<file path="config.mk">
export PLATFORM = sky130hd
export DESIGN_NAME = acc_drain_ctrl
export DESIGN_NICKNAME = d
export VERILOG_FILES = /design/src/rtl/acc_drain_pkg.sv /design/src/rtl/acc_drain_ctrl.sv
export SDC_FILE = /design/constraint.sdc
export NUM_CORES = 1
export LEC_CHECK = 0
export CAP_MARGIN = 20
export CORE_ASPECT_RATIO = 0.7
export CORE_MARGIN = 2
export CORE_UTILIZATION = 45
export CTS_CLUSTER_SIZE = 20
export DETAILED_ROUTE_END_ITERATION = 10
export GPL_ROUTABILITY_DRIVEN = 0
export HOLD_SLACK_MARGIN = 0.1
export PLACE_DENSITY = 0.93
export RECOVER_POWER = 25
export SLEW_MARGIN = 20
export SYNTH_ARGS = -nofsm -noshare
export SYNTH_HDL_FRONTEND = slang
export SYNTH_SLANG_ARGS = --single-unit
</file>
<file path="constraint.sdc">
create_clock -name clk_i -period 7.43 [get_ports clk_i]
set_input_delay 1.8575 -clock clk_i [delete_from_list [all_inputs] [get_ports clk_i]]
set_output_delay 1.8575 -clock clk_i [all_outputs]
set_load 0.1 [all_outputs]
</file>
<file path="src/rtl/acc_drain_pkg.sv">
// Shared types and default sizing for the accumulate-and-drain controller.
package acc_drain_pkg;

   typedef enum logic [1:0] {
      ST_IDLE  = 2'd0,
      ST_CLEAR = 2'd1,
      ST_ACCUM = 2'd2,
      ST_DRAIN = 2'd3
   } state_e;

   localparam int DEF_BUF_SIZE = 32;
   localparam int DEF_BUF_NUM  = 32;

   // A requested pass count of zero still runs one pass.
   function automatic logic [7:0] eff_pass_num(input logic [7:0] pn);
      return (pn == 8'd0) ? 8'd1 : pn;
   endfunction

endpackage

</file>
<file path="src/rtl/acc_drain_ctrl.sv">
// Tile controller: clears an external accumulation buffer, performs
// read-modify-write accumulation of partial sums over a number of passes,
// then drains every entry through a valid/ready port.
module acc_drain_ctrl
   import acc_drain_pkg::*;
#(
   parameter int BUF_SIZE = DEF_BUF_SIZE,
   parameter int BUF_NUM  = DEF_BUF_NUM,
   parameter int IW       = $clog2(BUF_NUM)
)(
   input  logic                clk_i,
   input  logic                rst_i,
   input  logic                start_i,
   input  logic [7:0]          pass_num_i,
   output logic                busy_o,
   output logic                done_o,
   input  logic                psum_val_i,
   output logic                psum_rdy_o,
   input  logic [IW-1:0]       psum_sel_i,
   input  logic [BUF_SIZE-1:0] psum_dat_i,
   input  logic                psum_last_i,
   output logic [IW-1:0]       buf_acc_sel_o,
   output logic                buf_acc_val_o,
   output logic [BUF_SIZE-1:0] buf_acc_dat_o,
   input  logic [BUF_SIZE-1:0] buf_acc_dat_i,
   output logic [IW-1:0]       buf_out_sel_o,
   input  logic [BUF_SIZE-1:0] buf_out_dat_i,
   output logic                out_val_o,
   input  logic                out_rdy_i,
   output logic [IW-1:0]       out_idx_o,
   output logic [BUF_SIZE-1:0] out_dat_o
);

   localparam logic [IW-1:0] LAST_IDX = IW'(BUF_NUM - 1);
   localparam logic [IW-1:0] ONE_IDX  = IW'(1);

   state_e        state_r;
   state_e        state_s;
   logic [7:0]    pass_num_r;
   logic [7:0]    pass_cnt_r;
   logic [IW-1:0] clr_idx_r;
   logic [IW-1:0] drn_idx_r;
   logic          done_r;

   logic          xfer_s;
   logic          last_pass_s;
   logic          clr_end_s;
   logic          drn_end_s;

   // Event decode: beat transfer, final pass completion, end of clear/drain.
   always_comb begin
      xfer_s      = (state_r == ST_ACCUM) && psum_val_i;
      last_pass_s = xfer_s && psum_last_i && ((pass_cnt_r + 8'd1) == pass_num_r);
      clr_end_s   = (state_r == ST_CLEAR) && (clr_idx_r == LAST_IDX);
      drn_end_s   = (state_r == ST_DRAIN) && out_rdy_i && (drn_idx_r == LAST_IDX);
   end

   // Next-state and output decode; every output parks at zero in IDLE.
   always_comb begin
      state_s       = state_r;
      psum_rdy_o    = 1'b0;
      buf_acc_sel_o = '0;
      buf_acc_val_o = 1'b0;
      buf_acc_dat_o = '0;
      buf_out_sel_o = '0;
      out_val_o     = 1'b0;
      out_idx_o     = '0;
      out_dat_o     = '0;
      case (state_r)
         ST_IDLE: begin
            if (start_i) begin
               state_s = ST_CLEAR;
            end else begin
               state_s = ST_IDLE;
            end
         end
         ST_CLEAR: begin
            buf_acc_sel_o = clr_idx_r;
            buf_acc_val_o = 1'b1;
            if (clr_end_s) begin
               state_s = ST_ACCUM;
            end else begin
               state_s = ST_CLEAR;
            end
         end
         ST_ACCUM: begin
            psum_rdy_o    = 1'b1;
            buf_acc_sel_o = psum_sel_i;
            // The buffer write lands at the edge, so the next beat's
            // combinational read already sees the updated value.
            buf_acc_dat_o = buf_acc_dat_i + psum_dat_i;
            if (psum_val_i) begin
               buf_acc_val_o = 1'b1;
            end else begin
               buf_acc_val_o = 1'b0;
            end
            if (last_pass_s) begin
               state_s = ST_DRAIN;
            end else begin
               state_s = ST_ACCUM;
            end
         end
         ST_DRAIN: begin
            out_val_o     = 1'b1;
            buf_out_sel_o = drn_idx_r;
            out_idx_o     = drn_idx_r;
            out_dat_o     = buf_out_dat_i;
            if (drn_end_s) begin
               state_s = ST_IDLE;
            end else begin
               state_s = ST_DRAIN;
            end
         end
         default: begin
            state_s = ST_IDLE;
         end
      endcase
   end

   // State, pass counter, clear/drain indices and the done pulse register.
   always_ff @(posedge clk_i) begin
      if (rst_i) begin
         state_r    <= ST_IDLE;
         pass_num_r <= 8'd0;
         pass_cnt_r <= 8'd0;
         clr_idx_r  <= '0;
         drn_idx_r  <= '0;
         done_r     <= 1'b0;
      end else begin
         state_r <= state_s;
         done_r  <= drn_end_s;
         case (state_r)
            ST_IDLE: begin
               if (start_i) begin
                  pass_num_r <= eff_pass_num(pass_num_i);
                  pass_cnt_r <= 8'd0;
                  clr_idx_r  <= '0;
                  drn_idx_r  <= '0;
               end
            end
            ST_CLEAR: begin
               clr_idx_r <= clr_end_s ? '0 : (clr_idx_r + ONE_IDX);
            end
            ST_ACCUM: begin
               if (xfer_s && psum_last_i) begin
                  pass_cnt_r <= pass_cnt_r + 8'd1;
               end
               if (last_pass_s) begin
                  drn_idx_r <= '0;
               end
            end
            ST_DRAIN: begin
               if (out_rdy_i) begin
                  drn_idx_r <= drn_end_s ? '0 : (drn_idx_r + ONE_IDX);
               end
            end
            default: begin
               drn_idx_r <= '0;
            end
         endcase
      end
   end

   assign busy_o = (state_r != ST_IDLE);
   assign done_o = done_r;

endmodule

</file>
# Word-level counts from Yosys, hierarchy flattened
# Cells that the tools add are included.
# totals
wordCells,60
out_inout_bits,84
register_bits,29
inputBits,115
# classes
n_reduce_logical,16
n_mux,24
eq_ne,10
addsub,4
# op_table
cell,count
$mux W32,2
$add A32 B32 Y32,1
$mux W5,6
$mux W8,3
$pmux W5 S2,2
$pmux W8 S2,1
$pmux W5 S3,1
$add A5 B1 Y5 const B,2
$eq A5 B5 Y1 const B,2
$add A8 B1 Y8 const B,1
$eq A8 B8 Y1,1
$logic_not A8 Y1,1
$pmux W2 S4,1
$logic_and A1 B1 Y1,6
$ne A2 B2 Y1 const B,3
$reduce_bool A2 Y1,3
$mux W1,5
$eq A2 B2 Y1 const B,2
$mux W2,2
$reduce_and A2 Y1,2
$reduce_and A4 Y1,1
$reduce_and A3 Y1,1
$reduce_bool A3 Y1,1
$eq A2 B1 Y1 const B,1
other kinds (3),3

# Logic depth before layout (Yosys ltp)
# Gate-level depths: netlist (run 1).
# logic_depth
depth_word,6
mapped_depth,11
mapped_depth_nobuf,10

# Least setup slack after synthesis (run 1)
# No wires, ideal clock.
# synth_path
kind,input to output
start,in psum_dat_i[0]
end,out buf_acc_dat_o[20]
stages,9
n_path_buf,0
arrival_time_ns,5.535
slack_ns,0.037
cell_sequence,ha_1 > inv_1 > fa_1 > nor2b_1 > o31ai_1 > a2111o_1 > and2_1 > nand3_1 > nor3b_1
# synth_via
elab_chain_cells,2
# synth_rtl
item,line,text
from (decl),acc_drain_ctrl.sv:20,"input logic [BUF_SIZE-1:0] psum_dat_i,"
$add A32 B32 Y32,acc_drain_ctrl.sv:91,buf_acc_dat_o = buf_acc_dat_i + psum_dat_i;
$mux W32,acc_drain_ctrl.sv:69,case (state_r)
to (decl),acc_drain_ctrl.sv:24,"output logic [BUF_SIZE-1:0] buf_acc_dat_o,"
# No other way between the ends.

# Worst setup path after layout (run 1)
# layout_path
start,in psum_dat_i[0]
end,out buf_acc_dat_o[18]
# Same word-level chain as after synthesis.

==> results.sh, run 1 <==
export IMPL_rsz0062_at_grt="no"
export IMPL_rr_endpoint="drn_idx_r[2]"
export IMPL_cts_resized=0
export IMPL_drt_iter0_markers=460
export IMPL_crit_slowest_cell="o31ai_1"
export IMPL_required_ns=5.57
export IMPL_cts_sinks=29
export IMPL_synth_simple_area_share=0.325
export IMPL_power_frac_comb=0.419
export IMPL_drive_gt1_frac=0.0628
export IMPL_syn_area_per_cell_sq_um=6.93
export IMPL_row_count=28
export IMPL_synth_compound_area_frac=0.270
export IMPL_io_buffers=198
export IMPL_min_path_cells=2
export IMPL_clkTransAtPathRegs_ns=0.04
export IMPL_ctsHoldBuffers=0
export IMPL_peakVddDrop_mv=0.0763
export IMPL_ys_ff_latch=29
export IMPL_finalCoreUtilization=0.710
export IMPL_dieArea_sq_mm=0.00957
export IMPL_grt_pass1_vias=4444
export IMPL_slowest_delay_ns=0.47
export IMPL_synth_area_sq_mm=0.00396
export IMPL_synth_fp_nets=728
export IMPL_p_leak_nw=2.46
export IMPL_power_switching_mw=0.202
export IMPL_hp_start="pass_num_r[4]"
export IMPL_worstPathMaxFanout=4
export IMPL_wl_um=14500
export IMPL_timing_rr_start="state_r[0]"
export IMPL_antenna_found_initial=0
export IMPL_synthDominantCellAreaShare=0.147
export IMPL_crit_type="input port to output pin"
export IMPL_dpl_cell_count=861
export IMPL_r2r_slack_ns=4.10
export IMPL_outcome="completed"
export IMPL_ant_nets=0
export IMPL_slew_headroom=0.263
export IMPL_numCtsBuffers=5
export IMPL_gr_total_overflow=0
export IMPL_startpoint_type="input port"
export IMPL_layout_nets=905
export IMPL_die_height_um=82.5
export IMPL_cp_end_kind="output pin"
export IMPL_insertion_delay_ns=0.27
export IMPL_via_count=4990
export IMPL_ys_async_sr_fraction=0
export IMPL_root_buffer="clkbuf_16"
export IMPL_hold_viol_final=0
export IMPL_setup_viol=0
export IMPL_yosysSeqAreaShare=0.147
export IMPL_cp_cell_sequence="clkdlybuf4s50_1 > ha_1 > inv_1 > fa_1 > nor2b_1 > o31ai_1 > a211oi_1 > o31ai_1 > o21ai_0 > o31ai_1 > mux2i_1 > buf_4"
export IMPL_arrival_ns=5.14
export IMPL_drcViolationCount=0
export IMPL_synth_most_common_cell="a21oi_1"
export IMPL_synthXorXnorAreaFrac=0.0487
export IMPL_totalNegativeSetupSlack_ns=0
export IMPL_cts_buffer_depth=2
export IMPL_cts_setup_buffers=0
export IMPL_core_area_sq_mm=0.00851
export IMPL_internal_power_mw=0.418
export IMPL_routedWlPerCell_um=16.7
export IMPL_finalPower_mw=0.619
export IMPL_finalCritPeriodShare=0.942
export IMPL_place_hpwl_um=11500
export IMPL_path_delay_family="compound AO/OA/AOI/OAI gates"
export IMPL_ys_types=60
export IMPL_path_depth=12
export IMPL_vias_per_cell=5.75
export IMPL_layoutNonFillerInstCount=868
export IMPL_synth_largest_area_cell="dfxtp_1"
export IMPL_min_path_type="flip-flop to flip-flop"
export IMPL_grt_pass1_wl_um=21800
export IMPL_n_antenna_cell=0
export IMPL_clock_fmax_ghz=0.143
export IMPL_swShare=0.326
export IMPL_drt_pass1_iterations=5
export IMPL_htreeDepth=2
export IMPL_cap_violations=0
export IMPL_track_usage=0.284
export IMPL_power_frac_clock=0.317
export IMPL_worstMarginPinSlew_ns=1.11
export IMPL_placed_cell_area_sq_mm=0.00592
export IMPL_fin_skew_ns=0.00670
export IMPL_hold_end="pass_num_r[4]"
export IMPL_power_density_mw_per_mm2=102
export IMPL_synth_edf_count=0
export IMPL_grt_max_degree=43
export IMPL_synth_area_top_cells="dfxtp_1 (15%), ha_1 (13%), a21oi_1 (8.0%)"
export IMPL_drv_slew=0
export IMPL_synthCells=571
export IMPL_io_pins=199
export IMPL_yosysWarnings=0
export IMPL_synth_top_family_by_area="simple AND/OR/NAND/NOR gates"
export IMPL_synth_commonest_cells="a21oi_1 (63), nor2_1 (55), nand2_1 (49)"
export IMPL_synthAdderAreaFrac=0.135
export IMPL_synth_mux_area_fraction=0.0155
export IMPL_reg2reg_depth=10
export IMPL_dieWidth_um=116
export IMPL_area_growth_syn_to_layout_pct=52.8
export IMPL_crit_buf_inv=3
export IMPL_cp_common_cell="o31ai_1"
export IMPL_synth_main_ff_cell="dfxtp_1"
export IMPL_power_frac_seq=0.264
export IMPL_cts_tree="built"
export IMPL_start_util=0.465
export IMPL_finalInstanceArea_sq_mm=0.00605
export IMPL_period_needed_ns=7.00
==> cells in the final DEF (no fill, tap or decap), types with 6 or more instances in the layout <==
cell,netlist,routed
clkdlybuf4s50_1,0,164
or3_1,8,8
xnor2_1,12,12
nand2b_1,11,11
o21ai_0,30,31
dfxtp_1,29,29
a21oi_1,63,63
a211oi_1,7,7
nor3_1,18,18
nand3_1,22,22
nor2b_1,12,12
a21o_1,14,14
nor2_1,55,55
nand2_1,49,49
a22oi_1,6,6
buf_4,7,29
nand4_1,8,8
and2_1,43,42
xor2_1,10,10
and3_1,6,6
inv_1,20,20
o21a_1,7,7
ha_1,41,41
==> cells by family (layout without fill, tap and decap cells) <==
logic type | after synthesis | count (layout)
xor+xnor | 22 | 22
mux | 6 | 6
buf+inv | 51 | 228
simple gates | 251 | 251
compound gates | 170 | 170
fa+ha+maj | 42 | 42
flops | 29 | 29
==> metal layers <==
metal / vias to the layer above / share of wire / GRT usage
met5: - / 0 / 0
met4: 0 / 0.017 / 0.0643
met3: 24 / 0.059 / 0.0372
met2: 212 / 0.48 / 0.490
met1: 2358 / 0.44 / 0.382
li1: 2396 / - / -
==> worst max path at each step <==
stage                startpoint           endpoint  slack, ns
2_1_floorplan     psum_dat_i[0]  buf_acc_dat_o[20]       0.04
5_1_grt        buf_acc_dat_i[0]  buf_acc_dat_o[18]       0.26
4_1_cts           psum_dat_i[0]  buf_acc_dat_o[28]       0.52
6_report          psum_dat_i[0]  buf_acc_dat_o[18]       0.43
3_5_place_dp      psum_dat_i[0]  buf_acc_dat_o[18]       0.53
3_3_place_gp      psum_dat_i[0]  buf_acc_dat_o[28]       0.65
==> worst register-to-register path: stages (launching register included) <==
cell	delay [ns]
dfxtp_1	0.34
inv_1	0.09
ha_1	0.18
buf_4	0.33
and3_1	0.32
nand3_1	0.10
a2111oi_0	0.56
nand4_1	0.24
a211o_1	0.48
or4_1	0.45
a21oi_1	0.17
==> stage by stage <==
stage / hold slack, ns / setup slack [ns]
2_1_floorplan: 0.445 / 0.0372
3_3_place_gp: 0.462 / 0.650
3_5_place_dp: 0.469 / 0.528
4_1_cts: 0.480 / 0.517
5_1_grt: 0.509 / 0.260
6_report: 0.473 / 0.429
==> power groups by stage <==
stage / Sequential, mW / Combinational (mW) / Clock [mW]
global route: 0.164 / 0.279 / 0.207
detailed placement: 0.167 / 0.252 / 0
finish: 0.164 / 0.259 / 0.196
CTS: 0.164 / 0.254 / 0.198
global placement: 0.166 / 0.243 / 0
floorplan: 0.166 / 0.153 / 0
==> sequential cells by signal, indices dropped and copies added (netlist names) <==
register	cells
drn_idx_r	5
done_o	1
pass_cnt_r	8
state_r	2
clr_idx_r	5
pass_num_r	8
==> final cells by class <==
class                   instances  area [sq um]
well taps                     120           150
repair buffers                201          1960
flip-flops and latches         29           581
clock buffers                   7           143
multi-input cells             491          3140
fillers                       676          2460
inverters                      20          75.1
Note: power is estimated with default switching activity, not from simulation.
==> inputs of run 2 (changes only) <==
Settings changed: ABC_AREA set to 1, PLACE_DENSITY 0.93 to 0.92.
==> results.sh, run 2 <==
export IMPL_outcome="completed"
export IMPL_slew_headroom=0.315
export IMPL_ant_nets=0
export IMPL_power_frac_seq=0.267
export IMPL_dpl_cell_count=1007
export IMPL_arrival_ns=4.39
export IMPL_synthDominantCellAreaShare=0.163
export IMPL_die_height_um=83.3
export IMPL_top_regs="pass_cnt_r: 8 flops, pass_num_r: 8 flops"
export IMPL_area_growth_syn_to_layout_pct=52.0
export IMPL_cts_sinks=29
export IMPL_insertion_delay_ns=0.28
export IMPL_drive_gt1_frac=0.0604
export IMPL_fin_skew_ns=0.00405
export IMPL_htreeDepth=2
export IMPL_ctsHoldBuffers=0
export IMPL_io_buffers=198
export IMPL_synth_compound_area_frac=0.216
export IMPL_synth_largest_area_cell="nand2_1"
export IMPL_cts_resized=0
export IMPL_dieArea_sq_mm=0.00976
export IMPL_final_cell_mix="nand2_1 (177), clkdlybuf4s50_1 (165), inv_1 (103)"
export IMPL_drt_iter0_markers=564
export IMPL_cap_violations=0
export IMPL_gr_total_overflow=0
export IMPL_peakVddDrop_mv=0.0817
export IMPL_whs_ns=0.466
export IMPL_internal_power_mw=0.407
export IMPL_cp_end_kind="output pin"
export IMPL_via_count=5282
export IMPL_cts_tree="built"
export IMPL_row_count=28
export IMPL_setup_viol=0
export IMPL_synthCells=705
export IMPL_worstPathMaxFanout=4
export IMPL_worst_slack_ns=1.18
export IMPL_power_frac_clock=0.320
export IMPL_power_frac_comb=0.413
export IMPL_p_leak_nw=2.86
export IMPL_start_util=0.471
export IMPL_swShare=0.347
export IMPL_antenna_found_initial=0
export IMPL_cts_setup_buffers=0
export IMPL_place_hpwl_um=11600
export IMPL_n_antenna_cell=0
export IMPL_drcViolationCount=0
export IMPL_period_needed_ns=6.25
export IMPL_hold_viol_final=0
export IMPL_syn_area_per_cell_sq_um=5.73
export IMPL_placed_cell_area_sq_mm=0.00602
export IMPL_finalPower_mw=0.624
export IMPL_grt_max_degree=42
export IMPL_io_pins=199
export IMPL_layoutNonFillerInstCount=1014
export IMPL_synth_top_family_by_area="simple AND/OR/NAND/NOR gates"
export IMPL_synth_fp_nets=862
export IMPL_synth_simple_area_share=0.360
export IMPL_fill_cells=741
export IMPL_power_density_mw_per_mm2=102
export IMPL_cp_cell_sequence="clkdlybuf4s50_1 > ha_1 > inv_1 > fa_1 > o21ai_1 > nand3_1 > nand3_1 > nand2_1 > nand2_1 > nand2_1 > nand2_1 > nor2_1 > nor2_1 > buf_4"
export IMPL_pre_cts_slack_ns=1.23
export IMPL_finalCoreUtilization=0.716
export IMPL_synth_mux_area_fraction=0
export IMPL_synth_commonest_cells="nand2_1 (175), inv_1 (103), a21oi_1 (87)"
export IMPL_root_buffer="clkbuf_16"
export IMPL_routedWlPerCell_um=13.8
export IMPL_synth_area_top_cells="nand2_1 (16%), dfxtp_1 (14%), ha_1 (13%)"
export IMPL_synthAdderAreaFrac=0.132
export IMPL_track_usage=0.277
export IMPL_finalInstanceArea_sq_mm=0.00614
export IMPL_synthXorXnorAreaFrac=0.0276
export IMPL_clock_fmax_ghz=0.160
export IMPL_grt_pass1_wl_um=21900
export IMPL_ys_async_sr_fraction=0
export IMPL_synth_area_sq_mm=0.00404
export IMPL_yosysWarnings=0
export IMPL_yosysSeqAreaShare=0.144
export IMPL_numCtsBuffers=5
export IMPL_slowest_delay_ns=0.47
export IMPL_dieWidth_um=117
export IMPL_layout_nets=1051
export IMPL_cts_buffer_depth=2
export IMPL_cp_common_cell="nand2_1"
export IMPL_drv_slew=0
export IMPL_crit_slowest_cell="clkdlybuf4s50_1"
export IMPL_wl_um=13900
export IMPL_ys_types=40
export IMPL_finalCritPeriodShare=0.841
export IMPL_power_switching_mw=0.216
export IMPL_grt_pass1_vias=4676
export IMPL_vias_per_cell=5.21
export IMPL_rsz0062_at_grt="no"
export IMPL_mostFrequentLayoutCell="nand2_1"
export IMPL_drt_pass1_iterations=6
export IMPL_ys_ff_latch=29
export IMPL_worstMarginPinSlew_ns=1.02
export IMPL_totalNegativeSetupSlack_ns=0
export IMPL_min_path_type="flip-flop to flip-flop"
export IMPL_core_area_sq_mm=0.00858
export IMPL_crit_type="input port to output pin"
export IMPL_required_ns=5.57
export IMPL_synth_most_common_cell="nand2_1"
export IMPL_synth_main_ff_cell="dfxtp_1"
export IMPL_synth_edf_count=0
export IMPL_clkTransAtPathRegs_ns=0.05
export IMPL_startpoint_type="input port"
-- run 2: cell types whose count changed after synthesis, moves of 10 or more --
| cell | previous run | this run |
|---|---|---|
| nor2b_1 | 12 | 0 |
| nand3_1 | 22 | 46 |
| inv_1 | 20 | 103 |
| nand2b_1 | 11 | 0 |
| a21o_1 | 14 | 4 |
| o21ai_0 | 30 | 43 |
| nand2_1 | 49 | 175 |
| a21oi_1 | 63 | 87 |
| nor2_1 | 55 | 76 |
| and2_1 | 43 | 1 |
-- run 2: power groups by stage --
stage | clock network (mW) | registers, mW | logic [mW]
final | 0.200 | 0.167 | 0.258
after global placement | 0 | 0.169 | 0.249
after CTS | 0.202 | 0.166 | 0.253
after floorplan | 0 | 0.168 | 0.149
after global routing | 0.209 | 0.167 | 0.283
after detailed placement | 0 | 0.170 | 0.252
-- run 2: final timing paths --
check / from / end / slack, ns / cells after the start
hold reg to reg: pass_num_r[1] / pass_num_r[1] / 0.47 / 2
hold / removal: pass_num_r[1] / pass_num_r[1] / 0.47 / 2
setup reg to reg: state_r[0] / pass_cnt_r[4] / 4.65 / 11
setup / recovery: psum_dat_i[0] / buf_acc_dat_o[24] / 1.18 / 14
-- run 2: routing by layer --
metal	vias up	routed length, um	GRT usage
li1	2689	-	-
met1	2319	6360	0.396
met2	256	6000	0.416
met3	18	1370	0.0635
met4	0	220	0.0695
met5	-	0	0
-- run 2: logic make-up (layout without fill, tap and decap cells) --
kind of cell / after synthesis / count (layout)
and+or+nand+nor: 338 / 338
AOI/OAI and AO/OA: 161 / 161
buffers and inverters: 124 / 313
adders and majority gates: 42 / 42
DFF: 29 / 29
xor gates and xnor gates: 11 / 11
-- run 2: area by class of cell --
class	count	area, sq um	area share
flip-flops and latches	29	581	0.0945
inverters	106	398	0.0648
well taps	120	150	0.0244
multi-input cells	552	2950	0.480
clock buffers	7	143	0.0232
repair buffers	200	1920	0.313
-- run 2: worst max-delay path: cells and delay by family --
| kind | cells | cell delay, ns |
|---|---|---|
| buf+inv | 3 | 0.84 |
| fa+ha+maj | 2 | 0.58 |
| compound gates | 1 | 0.27 |
| simple gates | 8 | 0.82 |
==> inputs of run 3 (changes only) <==
Settings changed: CORE_UTILIZATION 45 to 42, PLACE_DENSITY 0.92 to 0.87.
Clock period 7.43 ns to 6.48 ns, I/O delays scaled along.
==> results.sh, run 3 (same netlist as run 2, synthesis figures left out) <==
export IMPL_outcome="completed"
export IMPL_startpoint_type="input port"
export IMPL_wl_um=14200
export IMPL_via_count=5323
export IMPL_vias_per_cell=5.22
export IMPL_insertion_delay_ns=0.28
export IMPL_cts_setup_buffers=0
export IMPL_drive_gt1_frac=0.0615
export IMPL_cts_buffer_depth=2
export IMPL_antenna_found_initial=0
export IMPL_cap_violations=0
export IMPL_fill_cells=848
export IMPL_fin_skew_ns=0.00316
export IMPL_setup_viol=0
export IMPL_n_antenna_cell=0
export IMPL_area_growth_syn_to_layout_pct=53.7
export IMPL_ctsHoldBuffers=0
export IMPL_io_pins=199
export IMPL_arrival_ns=4.31
export IMPL_grt_max_degree=42
export IMPL_io_buffers=198
export IMPL_drt_pass1_iterations=5
export IMPL_mostFrequentLayoutCell="nand2_1"
export IMPL_finalInstanceArea_sq_mm=0.00621
export IMPL_numCtsBuffers=5
export IMPL_routedWlPerCell_um=14.0
export IMPL_gr_total_overflow=0
export IMPL_totalNegativeSetupSlack_ns=0
export IMPL_top_regs="pass_cnt_r: 8 flops, pass_num_r: 8 flops"
export IMPL_place_hpwl_um=11800
export IMPL_crit_type="input port to output pin"
export IMPL_drv_slew=0
export IMPL_required_ns=4.86
export IMPL_row_count=29
export IMPL_layout_nets=1051
export IMPL_period_needed_ns=5.93
export IMPL_placed_cell_area_sq_mm=0.00610
export IMPL_worstMarginPinSlew_ns=1.08
export IMPL_peakVddDrop_mv=0.109
export IMPL_start_util=0.438
export IMPL_cp_end_kind="output pin"
export IMPL_clock_fmax_ghz=0.169
export IMPL_root_buffer="clkbuf_16"
export IMPL_clkTransAtPathRegs_ns=0.05
export IMPL_p_leak_nw=2.88
export IMPL_rsz0062_at_grt="no"
export IMPL_power_density_mw_per_mm2=114
export IMPL_dieArea_sq_mm=0.0104
export IMPL_htreeDepth=2
export IMPL_slew_headroom=0.275
export IMPL_cts_resized=0
export IMPL_cts_sinks=29
export IMPL_dieWidth_um=121
export IMPL_hold_viol_final=0
export IMPL_ant_nets=0
export IMPL_min_path_type="flip-flop to flip-flop"
export IMPL_core_area_sq_mm=0.00922
export IMPL_drcViolationCount=0
export IMPL_cts_tree="built"
export IMPL_die_height_um=86.1
export IMPL_worstPathMaxFanout=4
export IMPL_final_cell_mix="nand2_1 (177), clkdlybuf4s50_1 (164), inv_1 (103)"
export IMPL_drt_iter0_markers=458
export IMPL_track_usage=0.265
export IMPL_worst_slack_ns=0.553
export IMPL_finalCritPeriodShare=0.915
export IMPL_pre_cts_slack_ns=0.670
export IMPL_grt_pass1_vias=4706
export IMPL_grt_pass1_wl_um=22700
[run 3: final timing paths]
path | from | end | slack [ns] | cells past startpoint
setup / recovery | psum_dat_i[0] | buf_acc_dat_o[24] | 0.55 | 14
hold reg to reg | pass_num_r[1] | pass_num_r[1] | 0.47 | 2
setup reg to reg | state_r[0] | pass_cnt_r[4] | 3.64 | 11
hold / removal | pass_num_r[1] | pass_num_r[1] | 0.47 | 2
[run 3: stage by stage]
stage	power [mW]	hold slack (ns)	utilization	cells
CTS	0.707	0.472	0.677	1019
detailed placement	0.484	0.465	0.662	1011
global route	0.752	0.508	0.674	1019
floorplan	0.363	0.444	-	705
global placement	0.482	0.461	0.662	1011
finish	0.711	0.468	0.674	1019
[run 3: power breakdown]
part           total, mW  leakage, nW  internal (mW)  switching (mW)
Clock              0.223       0.0696          0.140          0.0825
Combinational      0.297         2.57          0.131           0.166
Sequential         0.191        0.236          0.186         0.00557
Total              0.711         2.88          0.457           0.254
[run 3: layout make-up]
class / count / area (sq um) / area share
inverters: 106 / 398 / 0.0641
well taps: 124 / 155 / 0.0250
repair buffers: 200 / 1990 / 0.321
clock inverters: 3 / 17.5 / 0.00282
clock buffers: 5 / 125 / 0.0201
multi-input cells: 552 / 2940 / 0.473
flip-flops and latches: 29 / 581 / 0.0935
[run 3: per-layer routing]
| layer | share of wire | routed length (um) | up-vias | GRT usage |
|---|---|---|---|---|
| li1 | - | - | 2681 | - |
| met1 | 0.46 | 6620 | 2373 | 0.392 |
| met2 | 0.43 | 6090 | 256 | 0.397 |
| met3 | 0.098 | 1400 | 13 | 0.0638 |
| met4 | 0.0085 | 121 | 0 | 0.0345 |
| met5 | 0 | 0 | - | 0 |
[run 3: critical path, cell delays in order]
cell	delay [ns]
clkdlybuf4s50_1	0.48
ha_1	0.18
inv_1	0.08
fa_1	0.41
o21ai_1	0.29
nand3_1	0.11
nand3_1	0.29
nand2_1	0.10
nand2_1	0.12
nand2_1	0.06
nand2_1	0.10
nor2_1	0.05
nor2_1	0.20
buf_12	0.21
